[src/rtl/btn_irq_ctrl.sv]
// Pushbutton input stage for the pacoblaze3 core: synchronise, debounce,
// latch rising edges into pending, and run the interrupt/ack handshake.
module btn_irq_ctrl #(
  parameter int unsigned N_BTN           = 3,
  parameter int unsigned DEBOUNCE_CYCLES = 16,
  parameter int unsigned CNT_W           = 20,
  parameter logic [7:0]  PORT_STATUS     = 8'h10,
  parameter logic [7:0]  PORT_MASK       = 8'h11
) (
  input  logic             clk,
  input  logic             rst_n,
  input  logic [N_BTN-1:0] btn_in,
  input  logic [7:0]       port_id,
  input  logic             write_strobe,
  input  logic             read_strobe,
  input  logic [7:0]       out_port,
  output logic [7:0]       in_port,
  output logic             interrupt,
  input  logic             interrupt_ack,
  output logic [N_BTN-1:0] btn_level
);

  // A new level is accepted once the counter has seen it differ for the full
  // debounce window, giving level at edge 2+DEBOUNCE_CYCLES after an input change.
  localparam logic [CNT_W-1:0] CNT_DONE = CNT_W'(DEBOUNCE_CYCLES);

  localparam logic [1:0] ST_IDLE    = 2'd0;
  localparam logic [1:0] ST_REQ     = 2'd1;
  localparam logic [1:0] ST_SERVICE = 2'd2;

  logic [N_BTN-1:0] sync1;
  logic [N_BTN-1:0] sync2;
  logic [N_BTN-1:0] level_q;
  logic [CNT_W-1:0] cnt [N_BTN];
  logic [N_BTN-1:0] pending;
  logic [N_BTN-1:0] mask;
  logic [N_BTN-1:0] rise;
  logic [N_BTN-1:0] clr;
  logic             req;
  logic [1:0]       state;
  logic [1:0]       next_state;
  logic             unused_bits;

  assign unused_bits = ^{read_strobe, out_port[7:N_BTN]};

  // Two-flop synchroniser followed by a per-bit debounce counter.
  always_ff @(posedge clk) begin
    if (!rst_n) begin
      sync1     <= '0;
      sync2     <= '0;
      btn_level <= '0;
      level_q   <= '0;
      for (int i = 0; i < int'(N_BTN); i++) cnt[i] <= '0;
    end else begin
      sync1   <= btn_in;
      sync2   <= sync1;
      level_q <= btn_level;
      for (int i = 0; i < int'(N_BTN); i++) begin
        if (sync2[i] == btn_level[i]) begin
          cnt[i] <= '0;
        end else if (cnt[i] == CNT_DONE) begin
          btn_level[i] <= sync2[i];
          cnt[i]       <= '0;
        end else begin
          cnt[i] <= cnt[i] + CNT_W'(1);
        end
      end
    end
  end

  assign rise = btn_level & ~level_q;
  assign clr  = (write_strobe && (port_id == PORT_STATUS)) ? out_port[N_BTN-1:0] : '0;
  assign req  = |(pending & mask);

  // Pending (set on rising level, write-1-to-clear, set wins) and mask register.
  always_ff @(posedge clk) begin
    if (!rst_n) begin
      pending <= '0;
      mask    <= '1;
    end else begin
      pending <= (pending & ~clr) | rise;
      if (write_strobe && (port_id == PORT_MASK)) mask <= out_port[N_BTN-1:0];
    end
  end

  // Handshake state register; interrupt is a registered decode of the next state.
  always_ff @(posedge clk) begin
    if (!rst_n) begin
      state     <= ST_IDLE;
      interrupt <= 1'b0;
    end else begin
      state     <= next_state;
      interrupt <= (next_state == ST_REQ);
    end
  end

  // Next-state logic: request held until ack, no re-request until req drops.
  always_comb begin
    next_state = state;
    case (state)
      ST_IDLE:    if (req) next_state = ST_REQ;
      ST_REQ:     if (interrupt_ack) next_state = ST_SERVICE;
      ST_SERVICE: if (!req) next_state = ST_IDLE;
      default:    next_state = ST_IDLE;
    endcase
  end

  // Read mux on port_id.
  always_comb begin
    in_port = 8'h00;
    if (port_id == PORT_STATUS) begin
      in_port = {1'b0, 3'(btn_level), 1'b0, 3'(pending)};
    end else if (port_id == PORT_MASK) begin
      in_port = 8'(mask);
    end
  end

endmodule

[config.mk]
export PLATFORM = sky130hd
export DESIGN_NAME = btn_irq_ctrl
export DESIGN_NICKNAME = d
export VERILOG_FILES = /design/src/rtl/btn_irq_ctrl.sv
export SDC_FILE = /design/constraint.sdc
export NUM_CORES = 1
export LEC_CHECK = 0
export BUFFER_PORTS_ARGS = -buffer_cell sky130_fd_sc_hd__buf_2
export CORE_MARGIN = 4
export CORE_UTILIZATION = 40
export CTS_CLUSTER_DIAMETER = 60
export CTS_CLUSTER_SIZE = 25
export DETAILED_ROUTE_END_ITERATION = 10
export PLACE_DENSITY_LB_ADDON = 0.25
export SYNTH_ARGS = -nofsm -noshare
export SYNTH_HDL_FRONTEND = slang
export SYNTH_SLANG_ARGS = --single-unit
export TNS_END_PERCENT = 5
[constraint.sdc]
create_clock -name clk -period 5 [get_ports clk]
set_input_delay 1 -clock clk [delete_from_list [all_inputs] [get_ports clk]]
set_output_delay 1 -clock clk [all_outputs]
set_load 0.005 [all_outputs]
After elaboration in Yosys (flattened, before gate mapping)
Memory sizes are Yosys's and may differ from the RTL's.
Cells that the tools add are included.
Storage, ports and cells
  register bits: 21
  bits in writable memories: 60
  input bits: 24
  output and inout port bits: 12
  word-level logic and storage cells: 100
  memories kept: 1
Operators by class
  add/sub/neg operators: 3
  equality and inequality tests: 11
  multiplexer cells: 50
  bitwise gates (word level): 18
  reductions and logical operators: 7
Memories
  cnt: depth 3, bits a word 20, read ports 3, clocked after memory_dff 0, write ports 3, line 34  | logic [CNT_W-1:0] cnt [N_BTN];
Operators by type and width (count)
  $mux W20: 9
  $add A20 B1 Y20 const B: 3
  $eq A20 B5 Y1 const B: 3
  $mux W1: 34
  $eq A8 B5 Y1 const B: 2
  $and A3 B3 Y3: 3
  $or A1 B1 Y1: 9
  $mux W7: 1
  $mux W2: 3
  $mux W3: 2
  $not A3 Y3: 2
  $pmux W2 S3: 1
  $reduce_and A2 Y1: 3
  $eq A2 B1 Y1 const B: 2
  $eq A1 B1 Y1: 3
  $not A1 Y1: 3
  $or A3 B3 Y3: 1
  $reduce_or A3 Y1: 1
  $eq A2 B2 Y1 const B: 1
  $logic_and A1 B1 Y1: 2
  $logic_not A2 Y1: 1

Longest topological paths before layout
Gate-level depths: netlist of run 1.
An unclocked memory read counts as a cell.
  depth in word-level cells: 8
  gate-level depth with buffers: 7
  gate-level depth less buffers: 6

Least setup slack after synthesis of run 1
OpenSTA, ideal clock, no wires.
  kind: input port to output port
  start: input port port_id[5]
  end: output port in_port[0]
  data arrival time: 2.207 ns
  required time: 4.000 ns
  path slack: 1.793 ns
  stages: 3
  buffers on the path: 0
  cells stage by stage: or4b_2 nor2_1 a22o_1
On the way
  longest elaborated chain between the ends: 3
  elaborated cells on any way between the ends: 4
  those cells by class: 2 x eq/ne; 2 x mux
Ends and longest elaborated chain
  start: declaration: line 13  | input logic [7:0] port_id,
  $eq A8 B5 Y1: line 113  | end else if (port_id == PORT_MASK) begin
  $mux W3: line 113
  $mux W7 *: line 111  | if (port_id == PORT_STATUS) begin
  end: declaration: line 17  | output logic [7:0] in_port,
Every way passes the cells marked *; elsewhere a longest branch is shown, timed or not.

Final worst setup path of run 1
  start: input port port_id[5]
  end: output port in_port[2]
Same word-level chain as after synthesis.

==> impl_metrics.tcl, run 1 <==
set metrics [dict create \
    critical_path_buf_inv_count 2 \
    fillerInstances 1007 \
    gp_congestion 0.787 \
    boundaryPins 36 \
    ys_warn_count 0 \
    intPower_uw 999 \
    die_y_um 111 \
    drc_errors 0 \
    hold_viol 0 \
    wire_per_inst_um 12.8 \
    crit_path_max_fanout 9 \
    synth_flop_cell "edfxtp_1" \
    grt_max_degree 26 \
    reg2reg_from "cnt[0][0]" \
    diodes 0 \
    finalSetupTns_ns 0 \
    synth.distinct_cells 43 \
    p_clk_frac 0.358 \
    r2r-end "cnt[0][16]" \
    start_util 0.412 \
    worstPathRequired_ns 4.00 \
    place_inst 639 \
    grt.met3_usage 0.0239 \
    maxSlewHeadroom 0.189 \
    syn_avg_cell_area_um2 10.0 \
    tightest_slew_ns 1.21 \
    finalNonFillerCells 654 \
    pwr-share-seq 0.594 \
    clk_latency_ns 0.34 \
    power.density_nw_per_um2 263 \
    p_leak_uw 0.00180 \
    cpMaxStageDelayCell "or4b_2" \
    power_switching_uw 302 \
    grt_use_met1 0.179 \
    rows 37 \
    nNetsFinal 544 \
    area_growth_pct 15.7 \
    grt.overflow.total 0 \
    syn_inst 426 \
    finClkSkew_ns 0.00592 \
    core_region_area_um2 10400 \
    numCtsBuffers 9 \
    io_buffers 27 \
    grt_pass1_wl_mm 14.4 \
    cts.repair.resized 0 \
    drv_slew 0 \
    crit_type "in2out" \
    syn_area_um2 4280 \
    hpwl_mm 6.12 \
    clk_pin_slew_ns 0.08 \
    fin_crit_ns 3.82 \
    synth_edf_count 60 \
    fin_util 0.477 \
    rsz0062_at_grt "no" \
    maxCapViolations 0 \
    layout_commonest_cell "conb_1" \
    cts_buffer_depth 2 \
    grtUsageMet2 0.231 \
    ant_nets 0 \
    post_cts_buffers 0 \
    combPwrFrac 0.048 \
    antenna_found_initial 0 \
    fin_crit_sh 0.763 \
    firstDrtPassIters 4 \
    postSynth.asyncResetShare 0 \
    finalSetupViolCount 0 \
    crit_arrival_ns 2.82 \
    num_vias 3250 \
    cp_cell_sequence "buf_2, or4b_2, nor2_1, a22o_1, buf_2" \
    yosysSeqAreaShare 0.520 \
    global_route.peak_usage_layer "met2" \
    hp-start "level_q[2]" \
    hold_buffers 0 \
    setup.worst_path.end_class "primary output" \
    drt_iter0_drc 242 \
    reg2reg_slack_ns 2.52 \
    grt_pass1_vias 3137 \
    cts_tree "yes" \
    holdPathStages 1 \
    via_per_inst 4.97 \
    cp_top_family "simple AND/OR/NAND/NOR gates" \
    status "finished, final reports clean" \
    critPathMostFrequentCell "buf_2" \
    fmaxAchievable_mhz 262 \
    layout-drive-gt1-share 0.112 \
    reg2reg_depth 6 \
    cp-start-kind "primary input" \
    wirelength_mm 8.35 \
    die_w_um 111 \
    ys_ff_latch 81 \
    dieArea_um2 12400 \
    min_path_type "reg2reg" \
    swShare 0.232 \
    crit_path_max_incr_delay_ns 0.72 \
    clock-sinks 81 \
    track_usage 0.142 \
    max-vdd-ir-drop_mv 0.120 \
    htree_levels 3 \
    layout_common_cells "conb_1 (62), nor2_1 (61), edfxtp_1 (60)" \
    min_to "pending[2]" \
    cts-root-buf "clkbuf_8" \
]
==> power by group through the flow <==
stage,clock network (µW),logic [µW],registers [µW]
3_5_place_dp,0,61.4,788
6_report,465,62.8,773
2_1_floorplan,0,49.0,778
5_1_grt,508,73.0,778
3_3_place_gp,0,60.4,787
4_1_cts,483,61.8,773
==> cell usage after synthesis (all sizes together) (3+ instances only) <==
cell	n	area, µm²
nor2	61	229
edfxtp	60	1800
xnor2	34	298
nand2	29	109
nand3	25	130
nor4	25	175
inv	22	82.6
dfxtp	21	420
nand4	17	136
and2	16	100
o21ai	14	70.1
nor3	13	65.1
xor2	12	105
a21oi	9	45.0
and3	8	50.1
clkbuf	7	28.8
ha	6	75.1
buf	5	30.0
and4	4	35.0
nor4b	4	35.0
a21o	3	22.5
a22o	3	26.3
a31o	3	26.3
or2	3	18.8
or3	3	18.8
or4	3	26.3
==> registers in the layout, summed over array words and instances (netlist names) <==
signal     flops
btn_level      3
cnt           60
interrupt      1
level_q        3
mask           3
pending        3
state          2
sync1          3
sync2          3
==> kinds of logic after synthesis <==
group / count (synthesis) / share of synthesized area
other: 2 / 0.00176
buffers and inverters: 34 / 0.0331
muxes: 1 / 0.00234
AOI/OAI and AO/OA: 40 / 0.0582
DFF: 81 / 0.520
and+or+nand+nor: 216 / 0.273
xor gates and xnor gates: 46 / 0.0942
adders and majority gates: 6 / 0.0176
==> final cells by class <==
type	count	area, µm²	area share
well taps	136	170	0.0344
repair buffers	29	150	0.0303
clock buffers	10	128	0.0258
multi-input cells	371	2140	0.432
flip-flops and latches	81	2220	0.449
clock inverters	5	57.6	0.0116
inverters	22	82.6	0.0167
==> worst register-to-register path: stages (launching register included) <==
cell and delay, ns:
edfxtp_1 0.48, inv_1 0.10, ha_1 0.15, nor4b_1 0.25, nand2_1 0.14, o21ai_1 0.95
nor2_1 0.12
==> metrics by stage <==
step	hold WS, ns	total power [µW]	setup slack [ns]	instance area [µm²]
floorplan	0.408	827	1.79	4500
global placement	0.416	847	1.17	4760
detailed placement	0.423	850	1.15	4760
CTS	0.436	1320	1.15	4950
global route	0.455	1360	1.09	4950
finish	0.435	1300	1.18	4950
==> worst max-delay path by stage <==
stage | from | end | cells past startpoint
after floorplan | port_id[5] | in_port[0] | 3
after global placement | port_id[5] | in_port[1] | 5
after detailed placement | port_id[5] | in_port[2] | 5
after CTS | port_id[5] | in_port[2] | 5
after global routing | port_id[5] | in_port[2] | 5
final | port_id[5] | in_port[2] | 5
==> layer usage <==
layer | vias up | share of wire | routed length [µm]
met5 | - | 0 | 0
met4 | 0 | 0.032 | 271
met3 | 19 | 0.031 | 257
met2 | 54 | 0.47 | 3930
li1 | 1650 | - | -
met1 | 1527 | 0.47 | 3890
(Power assumes the default switching activity.)
==> inputs of run 2 (changes only) <==
ABC_AREA = 1   (was not set)
clock period = 3.9 ns   (was 5 ns; I/O delays follow)
==> impl_metrics.tcl, run 2 <==
set metrics [dict create \
    multi_input_area_um2 2330 \
    max-vdd-ir-drop_mv 0.209 \
    finalInstanceArea_um2 5450 \
    track_usage 0.147 \
    synth-simple-area-share 0.331 \
    boundaryPins 36 \
    grt_use_met1 0.185 \
    grt.overflow.total 0 \
    nNetsFinal 724 \
    drv_slew 0 \
    setup.worst_path.end_class "primary output" \
    largest_reg_flops 60 \
    yosysSeqAreaShare 0.473 \
    clk_latency_ns 0.34 \
    seq_area_um2 2220 \
    clk_pin_slew_ns 0.07 \
    io_buffers 27 \
    grt_max_degree 25 \
    rsz0062_at_grt "no" \
    synth_adder_area_share 0.0160 \
    pwr-share-seq 0.528 \
    dpl-instance-area_um2 5180 \
    finClkSkew_ns 0.0107 \
    layout_commonest_cell "nand2_1" \
    synth.distinct_cells 33 \
    maxSlewHeadroom 0.554 \
    ys_warn_count 0 \
    numCtsBuffers 9 \
    num_vias 3850 \
    hpwl_mm 7.00 \
    ys_ff_latch 81 \
    gp_congestion 0.872 \
    status "finished, final reports clean" \
    synth_common_cells "nand2_1 (135), nor2_1 (126), inv_1 (79)" \
    synth_edf_count 60 \
    syn_area_um2 4690 \
    synth_flop_cell "edfxtp_1" \
    grt_pass1_vias 3669 \
    area_growth_pct 16.1 \
    cpMaxStageDelayCell "nor2_1" \
    clock-sinks 81 \
    p_clk_frac 0.420 \
    drt_iter0_drc 206 \
    firstDrtPassIters 6 \
    synthMuxAreaShare 0 \
    rows 39 \
    cts_buffer_depth 2 \
    grt_pass1_wl_mm 15.9 \
    syn_inst 604 \
    crit_path_max_incr_delay_ns 0.32 \
    crit_path_max_fanout 7 \
    swShare 0.231 \
    drc_errors 0 \
    fin_crit_sh 0.673 \
    grt.met3_usage 0.0290 \
    diodes 0 \
    hold_viol 0 \
    worstPathRequired_ns 3.12 \
    critPathMostFrequentCell "nor2_1" \
    synth-compound-area-share 0.0555 \
    cp_cell_sequence "buf_2, nor2_1, nand3_1, nor2_1, inv_1, nor2_1, buf_2" \
    post_cts_buffers 0 \
    syn_avg_cell_area_um2 7.77 \
    intPower_uw 1440 \
    synth.area.top_cells "edfxtp_1 (38%), nand2_1 (11%), nor2_1 (10%), dfxtp_1 (9.0%), inv_1 (6.3%)" \
    tightest_slew_ns 0.667 \
    p_leak_uw 0.00231 \
    largest_register "cnt" \
    die_y_um 116 \
    core_region_area_um2 11500 \
    fin_crit_ns 2.63 \
    start_util 0.409 \
    synth_top_family_by_area "simple AND/OR/NAND/NOR gates" \
    synth-xor-area-share 0.0448 \
    fmaxAchievable_mhz 381 \
    hold_buffers 0 \
    layout_common_cells "nand2_1 (135), nor2_1 (126), inv_1 (79)" \
    cp-start-kind "primary input" \
    die_w_um 116 \
    synth_top_area_cell "edfxtp_1" \
    antenna_found_initial 0 \
    wirelength_mm 9.19 \
    combPwrFrac 0.052 \
    layout-drive-gt1-share 0.112 \
    htree_levels 3 \
    power.density_nw_per_um2 343 \
    crit_arrival_ns 1.85 \
    power_switching_uw 431 \
    postSynth.asyncResetShare 0 \
    synth.most_common_cell "nand2_1" \
    ant_nets 0 \
    synth_top_area_frac 0.384 \
    grtUsageMet2 0.245 \
    wire_per_inst_um 10.9 \
    crit_type "in2out" \
    min_path_type "reg2reg" \
    via_per_inst 4.57 \
    cts_tree "yes" \
    maxCapViolations 0 \
    finalSetupViolCount 0 \
    fillerInstances 1129 \
    dieArea_um2 13500 \
    global_route.peak_usage_layer "met2" \
    cts-root-buf "clkbuf_16" \
    cts.repair.resized 0 \
    finalSetupTns_ns 0 \
]
## run 2: logic make-up after synthesis
kind of cell | Yosys count
xor gates and xnor gates | 24
DFF | 81
buffers and inverters | 90
adders and majority gates | 6
and+or+nand+nor | 355
AOI/OAI and AO/OA | 46
other | 2
## run 2: routing by layer
metal	wire (µm)	up-vias
met5	0	-
met4	157	0
met3	283	10
met2	4400	57
met1	4350	1731
li1	-	2052
## run 2: worst paths after layout
check / cells past startpoint / to / startpoint / slack [ns]
worst min register to register: 2 / sync2[2] / sync1[2] / 0.41
worst min-delay path: 2 / sync2[2] / sync1[2] / 0.41
worst max register to register: 7 / cnt[2][18] / cnt[2][0] / 1.95
worst max-delay path: 7 / in_port[4] / port_id[1] / 1.27
## run 2: power by group through the flow
stage               Clock, µW  Sequential (µW)  Combinational (µW)
finish                    784              987                96.3
global route              841              991                 114
CTS                       805              986                95.1
detailed placement          0             1000                94.2
global placement            0             1000                92.4
floorplan                   0              996                74.5
## run 2: final cells by class
cell class / instances / area share
repair buffers: 27 / 0.0248
flip-flops and latches: 81 / 0.408
clock buffers: 11 / 0.0445
multi-input cells: 493 / 0.428
clock inverters: 5 / 0.00528
well taps: 143 / 0.0328
inverters: 82 / 0.0565
## run 2: per-stage QoR
step	power, µW	util	setup slack [ns]	std cells	hold slack, ns
CTS	1890	0.475	1.26	842	0.411
detailed placement	1100	0.452	1.26	826	0.398
global route	1950	0.475	1.07	842	0.422
global placement	1100	0.452	1.30	826	0.392
floorplan	1070	-	1.68	664	0.390
finish	1870	0.475	1.27	842	0.406
## run 2: worst max-delay path, delay by kind of cell
kind,cells,cell delay (ns)
and+or+nand+nor,4,0.64
buffers and inverters,3,0.43
==> inputs of run 3 (changes only) <==
ABC_AREA = 0   (was 1)
clock period = 2.5 ns   (was 3.9 ns; I/O delays follow)
==> impl_metrics.tcl, run 3 (synthesis gave the netlist of run 1 again) <==
set metrics [dict create \
    status "finished, final reports clean" \
    layout-drive-gt1-share 0.131 \
    post_cts_buffers 0 \
    drv_slew 0 \
    tightest_slew_ns 0.662 \
    setup.worst_path.end_class "primary output" \
    drc_errors 0 \
    largest_register "cnt" \
    num_vias 3232 \
    dp_slack_ns 0.0339 \
    finalSetupTns_ns 0 \
    cts-root-buf "clkbuf_8" \
    boundaryPins 36 \
    timing.final.ws_setup_ns 0.150 \
    grt_pass1_wl_mm 14.2 \
    maxSlewHeadroom 0.555 \
    reg2reg_slack_ns 0.51 \
    maxCapViolations 0 \
    layout_common_cells "conb_1 (62), nor2_1 (60), edfxtp_1 (60)" \
    cts_tree "yes" \
    maxUsedRoutingLayer "met4" \
    finalSetupViolCount 0 \
    diodes 0 \
    finClkSkew_ns 0.0109 \
    firstDrtPassIters 4 \
    die_y_um 111 \
    ant_nets 0 \
    hpwl_mm 6.13 \
    fin_crit_ns 2.35 \
    clock-sinks 81 \
    clk_pin_slew_ns 0.08 \
    via_per_inst 4.87 \
    grt_max_degree 26 \
    track_usage 0.141 \
    max-vdd-ir-drop_mv 0.248 \
    hold_viol 0 \
    dieArea_um2 12400 \
    hold_buffers 0 \
    fmaxAchievable_mhz 426 \
    power.density_nw_per_um2 565 \
    cts_buffer_depth 2 \
    critPathLaunch "port_id[1]" \
    fillerInstances 989 \
    area_growth_pct 18.8 \
    core_region_area_um2 10400 \
    crit_type "in2out" \
    reg2reg_depth 5 \
    place_inst 647 \
    layout_commonest_cell "conb_1" \
    worstPathRequired_ns 2.00 \
    seq_area_um2 2220 \
    finalNonFillerCells 663 \
    r2r-end "cnt[2][16]" \
    rsz0062_at_grt "no" \
    cp-start-kind "primary input" \
    cts.repair.resized 0 \
    rows 37 \
    multi_input_area_um2 2140 \
    wire_per_inst_um 12.5 \
    reg2reg_from "cnt[2][1]" \
    drt_iter0_drc 218 \
    wl_met1_mm 3.69 \
    grt_pass1_vias 3139 \
    worstSetupEndpoint "in_port[1]" \
    io_buffers 27 \
    fin_crit_sh 0.940 \
    grt.overflow.total 0 \
    die_w_um 111 \
    htree_levels 3 \
    wirelength_mm 8.26 \
    wl_met2_mm 4.05 \
    whs_ns 0.343 \
    min_path_type "in2reg" \
    start_util 0.412 \
    largest_reg_flops 60 \
    gp_congestion 0.780 \
    clk_latency_ns 0.36 \
    antenna_found_initial 0 \
    p_leak_uw 0.00186 \
    nNetsFinal 552 \
    numCtsBuffers 9 \
    crit_arrival_ns 1.85 \
    crit_path_max_fanout 4 \
    wl_met3_um 312 \
]
run 3: cell count changes in the layout (fill, tap and decap cells not counted), moves of 9 or more:
cell and delta:
nor2_2 -9, inv_1 -57, nor3_1 +10, nor2_1 -66, clkbuf_16 -9, a21oi_1 -14
xnor2_1 +25, nand2_1 -106, nand3_1 -27, and2_1 +16, nand4_1 +9, nor4_1 +22
buf_4 +10
run 3: metrics by stage:
stage,cell area [µm²],total power (µW),util
2_1_floorplan,4500,1650,-
3_3_place_gp,4820,1700,0.465
3_5_place_dp,4820,1700,0.465
4_1_cts,5070,2900,0.489
5_1_grt,5080,2990,0.490
6_report,5080,2870,0.490
run 3: how the worst min path moves through the flow:
stage / start / end / slack (ns) / cells past startpoint
3_3_place_gp: sync1[0] / sync2[0] / 0.41 / 1
5_1_grt: btn_in[2] / sync1[2] / 0.32 / 2
4_1_cts: btn_in[2] / sync1[2] / 0.32 / 2
6_report: btn_in[2] / sync1[2] / 0.34 / 2
3_5_place_dp: sync1[1] / sync2[1] / 0.42 / 1
2_1_floorplan: level_q[2] / pending[2] / 0.41 / 1
run 3: routing by layer:
metal,vias up,global-route usage
met5,-,0
met4,0,0.0616
met3,17,0.0321
met2,47,0.240
met1,1495,0.172
li1,1673,-
run 3: power by group:
group	switching (µW)	internal (µW)
sequential	58.6	1490
clock	523	675
combinational	71.8	55.9
run 3: final cells by class:
class | count | share of cell area
well taps | 136 | 0.0335
multi-input cells | 371 | 0.422
clock inverters | 7 | 0.0249
flip-flops and latches | 81 | 0.437
repair buffers | 37 | 0.0414
clock buffers | 9 | 0.0244
inverters | 22 | 0.0163
run 3: critical path, stage by stage:
cell	delay (ns)
buf_2	0.10
or4b_2	0.70
nor2_1	0.23
a22o_1	0.20
buf_2	0.12
